### src/rtl/mfrc522_spi_responder.sv
// mfrc522_spi_responder
//   SPI mode-0 slave that behaves like the MFRC522 register interface. It
//   serves reads and writes from a 64x8 register file. SPI writes are reported
//   to a host, and the host can stage register contents through its own write
//   port.
//
// Ports
//   i_clk, i_rst        fabric clock, synchronous active-high reset
//   i_spi_sclk          SPI clock from the master (idle low)
//   i_spi_cs_n          chip select, active low
//   i_spi_mosi          master-out data, sampled on the sclk rise
//   o_spi_miso          slave-out data, MSB first, shifted on the sclk fall
//   i_host_wr_en/addr/data   host register write; an SPI commit in the same cycle wins
//   o_reg_wr_evt        one-cycle pulse after an SPI write commit
//   o_reg_wr_addr/data  address and data of the last SPI commit (held)
//   o_xfer_active       high while a frame is in progress
//   o_frame_err         one-cycle pulse on an address byte with bit0 set
module mfrc522_spi_responder #(
  parameter int unsigned CLK_HZ      = 32_000_000,
  parameter int unsigned SPI_HZ      = 4_000_000,
  parameter int unsigned SYNC_STAGES = 2,
  parameter logic [7:0]  VERSION     = 8'h92
) (
  input  logic       i_clk,
  input  logic       i_rst,
  input  logic       i_spi_sclk,
  input  logic       i_spi_cs_n,
  input  logic       i_spi_mosi,
  output logic       o_spi_miso,
  input  logic       i_host_wr_en,
  input  logic [5:0] i_host_wr_addr,
  input  logic [7:0] i_host_wr_data,
  output logic       o_reg_wr_evt,
  output logic [5:0] o_reg_wr_addr,
  output logic [7:0] o_reg_wr_data,
  output logic       o_xfer_active,
  output logic       o_frame_err
);

  localparam bit CFG_OK = (CLK_HZ >= 8 * SPI_HZ) && (SYNC_STAGES >= 2);

  if (!CFG_OK) begin : g_cfg_check
    $error("mfrc522_spi_responder: need CLK_HZ >= 8*SPI_HZ and SYNC_STAGES >= 2");
  end

  typedef enum logic [2:0] {S_IDLE, S_ADDR, S_READ, S_WRITE, S_IGNORE} state_t;

  state_t r_state, w_state_nxt;

  logic [SYNC_STAGES-1:0] r_sclk_sync, r_cs_sync, r_mosi_sync;
  logic       r_sclk_prev, r_cs_prev;
  logic [2:0] r_bit_cnt;
  logic [6:0] r_rx;
  logic [7:0] r_tx;
  logic [5:0] r_addr;
  logic [7:0] r_regs [64];
  logic       r_wr_evt, r_ferr;
  logic [5:0] r_wr_addr;
  logic [7:0] r_wr_data;

  logic       w_sclk, w_cs_n, w_mosi;
  logic       w_sclk_rise, w_sclk_fall, w_cs_fall;
  logic       w_byte_done;
  logic [7:0] w_rx_byte;
  logic [5:0] w_new_addr;
  logic       w_start, w_load, w_latch, w_commit, w_err;

  assign w_sclk = r_sclk_sync[SYNC_STAGES-1];
  assign w_cs_n = r_cs_sync[SYNC_STAGES-1];
  assign w_mosi = r_mosi_sync[SYNC_STAGES-1];

  assign w_sclk_rise = w_sclk & ~r_sclk_prev;
  assign w_sclk_fall = ~w_sclk & r_sclk_prev;
  // The cs history resets low, so a cs_n held low across reset is not seen
  // as a fall. It must go high and then low again.
  assign w_cs_fall   = ~w_cs_n & r_cs_prev;

  assign w_rx_byte   = {r_rx, w_mosi};
  assign w_new_addr  = w_rx_byte[6:1];
  assign w_byte_done = w_sclk_rise && (r_bit_cnt == 3'd7) && !w_cs_n;

  always_comb begin
    w_state_nxt = r_state;
    w_start     = 1'b0;
    w_load      = 1'b0;
    w_latch     = 1'b0;
    w_commit    = 1'b0;
    w_err       = 1'b0;
    case (r_state)
      S_IDLE: if (w_cs_fall) begin
        w_state_nxt = S_ADDR;
        w_start     = 1'b1;
      end
      S_ADDR: if (w_byte_done) begin
        if (w_rx_byte[0]) begin
          w_err       = 1'b1;
          w_state_nxt = S_IGNORE;
        end else begin
          w_latch = 1'b1;
          if (w_rx_byte[7]) begin
            w_load      = 1'b1;
            w_state_nxt = S_READ;
          end else begin
            w_state_nxt = S_WRITE;
          end
        end
      end
      // In a read, each MOSI byte is the next address. Its RW bit is ignored.
      S_READ: if (w_byte_done) begin
        if (w_rx_byte[0]) begin
          w_err       = 1'b1;
          w_state_nxt = S_IGNORE;
        end else begin
          w_latch = 1'b1;
          w_load  = 1'b1;
        end
      end
      S_WRITE:  if (w_byte_done) w_commit = 1'b1;
      S_IGNORE: ;
      default:  w_state_nxt = S_IDLE;
    endcase
    // A cs_n that goes high ends the frame from any state. A partial byte is dropped.
    if (w_cs_n) w_state_nxt = S_IDLE;
  end

  always_ff @(posedge i_clk) begin
    if (i_rst) begin
      r_sclk_sync <= '0;
      r_cs_sync   <= '0;
      r_mosi_sync <= '0;
      r_sclk_prev <= 1'b0;
      r_cs_prev   <= 1'b0;
      r_state     <= S_IDLE;
      r_bit_cnt   <= 3'd0;
      r_rx        <= 7'd0;
      r_tx        <= 8'd0;
      r_addr      <= 6'd0;
      r_wr_evt    <= 1'b0;
      r_ferr      <= 1'b0;
      r_wr_addr   <= 6'd0;
      r_wr_data   <= 8'd0;
      for (int i = 0; i < 64; i++)
        r_regs[i] <= (i == 'h37) ? VERSION : 8'h00;
    end else begin
      r_sclk_sync <= {r_sclk_sync[SYNC_STAGES-2:0], i_spi_sclk};
      r_cs_sync   <= {r_cs_sync[SYNC_STAGES-2:0],   i_spi_cs_n};
      r_mosi_sync <= {r_mosi_sync[SYNC_STAGES-2:0], i_spi_mosi};
      r_sclk_prev <= w_sclk;
      r_cs_prev   <= w_cs_n;
      r_state     <= w_state_nxt;
      r_wr_evt    <= 1'b0;
      r_ferr      <= w_err;

      if (w_start) begin
        r_bit_cnt <= 3'd0;
        r_rx      <= 7'd0;
      end else if (w_sclk_rise && r_state != S_IDLE) begin
        r_bit_cnt <= r_bit_cnt + 3'd1;
        r_rx      <= w_rx_byte[6:0];
      end

      if (w_latch) r_addr <= w_new_addr;

      // MISO carries data only in READ. The fall right after the 8th rise
      // leaves the new byte's MSB on the line (bit count has wrapped to 0).
      if (w_state_nxt != S_READ)
        r_tx <= 8'd0;
      else if (w_load)
        r_tx <= r_regs[w_new_addr];
      else if (w_sclk_fall && r_bit_cnt != 3'd0)
        r_tx <= {r_tx[6:0], 1'b0};

      if (w_commit) begin
        r_regs[r_addr] <= w_rx_byte;
        r_wr_evt       <= 1'b1;
        r_wr_addr      <= r_addr;
        r_wr_data      <= w_rx_byte;
      end else if (i_host_wr_en) begin
        r_regs[i_host_wr_addr] <= i_host_wr_data;
      end
    end
  end

  assign o_spi_miso    = r_tx[7];
  assign o_reg_wr_evt  = r_wr_evt;
  assign o_reg_wr_addr = r_wr_addr;
  assign o_reg_wr_data = r_wr_data;
  assign o_xfer_active = (r_state != S_IDLE);
  assign o_frame_err   = r_ferr;

endmodule

### config.mk
export PLATFORM = sky130hd
export DESIGN_NAME = mfrc522_spi_responder
export DESIGN_NICKNAME = d
export VERILOG_FILES = /design/src/rtl/mfrc522_spi_responder.sv
export SDC_FILE = /design/constraint.sdc
export NUM_CORES = 1
export LEC_CHECK = 0
export BUFFER_PORTS_ARGS = -buffer_cell sky130_fd_sc_hd__buf_2
export CORE_ASPECT_RATIO = 1.75
export CORE_MARGIN = 2
export CORE_UTILIZATION = 68
export CTS_CLUSTER_DIAMETER = 200
export DETAILED_ROUTE_END_ITERATION = 10
export MAX_ROUTING_LAYER = met4
export PLACE_DENSITY = 0.85
export SKIP_LAST_GASP = 1
export SLEW_MARGIN = 5
export SYNTH_ARGS = -nofsm -noshare
export SYNTH_HDL_FRONTEND = slang
export SYNTH_SLANG_ARGS = --single-unit
### constraint.sdc
create_clock -name i_clk -period 7.5 [get_ports i_clk]
set_input_delay 1.5 -clock i_clk [delete_from_list [all_inputs] [get_ports i_clk]]
set_output_delay 1.5 -clock i_clk [all_outputs]
set_load 0.03 [all_outputs]
==> results.json <==
{
  "grt_pass1_vias": 16390,
  "post_cts.repair.setup_buffers": 0,
  "start_kind": "register",
  "grt_util_all_layers_pct": 37.87,
  "rows": 93,
  "gp_congestion": 0.9895,
  "syn_inst": 1907,
  "clock_path_buffers": 3,
  "die_w_um": 149.9,
  "cts_root_buf": "clkbuf_16",
  "cts_buffers": 47,
  "die_height_um": 259.3,
  "ys_ff_latch": 569,
  "fin_tns_setup_ns": 0,
  "syn_nets": 1930,
  "cp-end-kind": "register",
  "layout-drive-gt1-share_pct": 16.58,
  "viasPerCell": 7.012,
  "hold_viol": 0,
  "grt_start_max_net_pins": 87,
  "holdCritPathClass": "register to register",
  "cp.arrival_ns": 5.08,
  "drv_cap": 0,
  "synth_top_area_share_pct": 60.71,
  "ys_seq_area_share_pct": 65.21,
  "total_power_w": 0.006362,
  "area.growth.synth_to_final_pct": 7.919,
  "path_clk_slew_ns": 0.07,
  "drt_iter0_markers": 2792,
  "yosysWarnings": 0,
  "maxSlewHeadroom_pct": 15.32,
  "worstSetupPathType": "register to register",
  "setup_viol": 0,
  "yosys-top-cells-area": "edfxtp_1 61%, mux4_2 10%, nor2_1 7.3%",
  "design.core.area_mm2": 0.03677,
  "fmax_ghz": 0.2051,
  "synth.avg_cell_area_um2": 13.28,
  "p_leak_nw": 8.903,
  "cts_tree": "yes",
  "antenna_found_initial": 0,
  "synth_area_leader_cell": "edfxtp_1",
  "syn_area_mm2": 0.02533,
  "layout.area.seq_mm2": 0.01653,
  "period_minus_slack_ns": 4.876,
  "fp.dieArea_mm2": 0.03887,
  "layout.nets": 1905,
  "ys_async_sr_fraction_pct": 0,
  "clock-skew-final_ns": 0.02794,
  "pin_count": 38,
  "finish.utilization_pct": 74.33,
  "firstDrtPassIters": 6,
  "clock-sinks": 569,
  "rsz0062_at_grt": "false",
  "ctsResizeCount": 0,
  "timing.final.crit_share_pct": 65.01,
  "critPathRequiredTime_ns": 7.71,
  "worstPathMaxFanout": 20,
  "gr-total-overflow": 0,
  "clk_latency_ns": 0.59,
  "synth_ff_type": "edfxtp_1",
  "wire_per_inst_um": 28.99,
  "ir_drop_v": 0.0002578,
  "postRouteAntennaNets": 0,
  "multi_input_area_mm2": 0.008149,
  "grt_pass1_wl_mm": 102.9,
  "p_per_area_mw_per_mm2": 232.8,
  "nFillCells": 2171,
  "dpl.hpwl_mm": 46.16,
  "worst_slew_pin_slew_ns": 1.257,
  "io_buffer_count": 37,
  "synth-edff-count": 512,
  "maxSlewViolCount": 0,
  "yosys.cell_types.count": 56,
  "antennaDiodeCount": 0,
  "initial_core_util_pct": 68.88,
  "drt_wl_total_mm": 69.38,
  "vias": 16780,
  "ctsHoldBuffers": 0,
  "drt_drc_violations_left": 0,
  "htreeDepth": 2,
  "status": "complete, no violations"
}
## metrics by stage
stage	hold WS [ns]	cells	worst slack, ns	instance area (µm²)
after floorplan	0.4138	1907	3.830	25330
after global placement	0.4212	2308	2.803	25770
after detailed placement	0.4307	2308	2.616	25770
after CTS	0.4499	2393	2.775	27330
after global routing	0.4674	2393	2.438	27330
final	0.4427	2393	2.624	27330
## worst paths after layout
path | startpoint | to | slack (ns) | cells after the start
worst max-delay path | r_bit_cnt[0]$_SDFFE_PP0P_ | r_regs[30][6]$_SDFFCE_PN0P_ | 2.62 | 9
worst min-delay path | r_sclk_sync[0]$_SDFF_PP0_ | r_sclk_sync[1]$_SDFF_PP0_ | 0.44 | 1
worst max register to register | r_bit_cnt[0]$_SDFFE_PP0P_ | r_regs[30][6]$_SDFFCE_PN0P_ | 2.62 | 9
worst min register to register | r_sclk_sync[0]$_SDFF_PP0_ | r_sclk_sync[1]$_SDFF_PP0_ | 0.44 | 1
## worst max-delay path, cell delays in order, from the launching register on
cell and delay (ns):
dfxtp_1 0.34, ha_1 0.21, ha_1 0.18, nand3b_1 0.43, or3_1 0.59, nand3_1 0.15, a21oi_1 0.52, nand2_1 0.77
buf_4 0.44, o21ai_0 0.86
## cells in the final DEF (no fill, tap or decap), types with 7 or more instances in the layout
master	n
a21oi_1	27
buf_2	37
buf_4	34
clkbuf_16	49
clkinv_1	7
clkinv_2	7
dfxtp_1	54
edfxtp_1	512
inv_1	10
mux2_2	16
mux2i_1	85
mux4_2	118
nand2_1	129
nand2b_1	30
nand3_1	14
nor2_1	494
nor2_2	17
nor2b_1	21
nor3_1	49
o211ai_1	7
o21ai_0	65
o22ai_1	11
## routing by layer
layer	part of all wire, %	wire length (µm)	global-route usage (%)	vias up
met4	8.6	5981	24.50	0
met2	50	34430	60.11	1434
met5	0	0	-	-
li1	-	-	-	6903
met3	12	8165	7.961	346
met1	30	20810	43.78	8096
## cells by family (layout without fill, tap and decap cells)
logic type / count (synthesis) / in the layout / share of synthesized area [%]
simple gates: 791 / 791 / 13.19
flops: 569 / 569 / 65.21
buf+inv: 157 / 168 / 2.673
xor+xnor: 2 / 2 / 0.06918
mux: 219 / 219 / 14.56
compound gates: 166 / 166 / 4.150
fa+ha+maj: 3 / 3 / 0.1482
## cells in the mapped netlist (4+ instances only)
master    count
a21oi_1      27
mux2i_1      85
a221oi_1      5
buf_2        28
o21ai_0      66
and3_1        5
inv_1        11
mux4_2      118
o22ai_1      11
nand3_1      14
buf_6         7
a211oi_1      4
a22oi_1       6
nand2b_1     30
nor2b_1      21
o21a_1        5
a211o_1       5
o311ai_0      5
nand3b_1      6
edfxtp_1    512
nor2_2       17
o31ai_1       4
nand2_1     133
mux2_2       16
nor3_1       49
dfxtp_1      57
and2_1        4
a31oi_1       5
nor2_1      494
clkbuf_1     96
o211ai_1      7
buf_1        15
## registers in the layout (all words and copies together) (netlist names), named ones only
register and count:
r_cs_prev 1, r_cs_sync 2, r_sclk_sync 2, o_reg_wr_addr 6, r_sclk_prev 1, o_reg_wr_data 8, r_regs 512, r_addr 6
r_tx 8, r_bit_cnt 3, r_mosi_sync 2, o_reg_wr_evt 1, o_frame_err 1, r_state 3, r_rx 7
## layout make-up
cell class	instances	share of cell area, %
inverter	11	0.1511
timing repair buffer	72	1.685
multi-input combinational	1181	29.81
sequential	569	60.47
tap	475	2.174
clock inverter	28	0.9659
clock buffer	57	4.742
## where the power goes
part	internal, W	total, W	switching [W]
sequential	0.00354	0.00359	0.0000436
clock	0.00138	0.00253	0.00116
combinational	0.0000659	0.000240	0.000174
total	0.00499	0.00636	0.00137
Power figures use the tool's default switching activity.
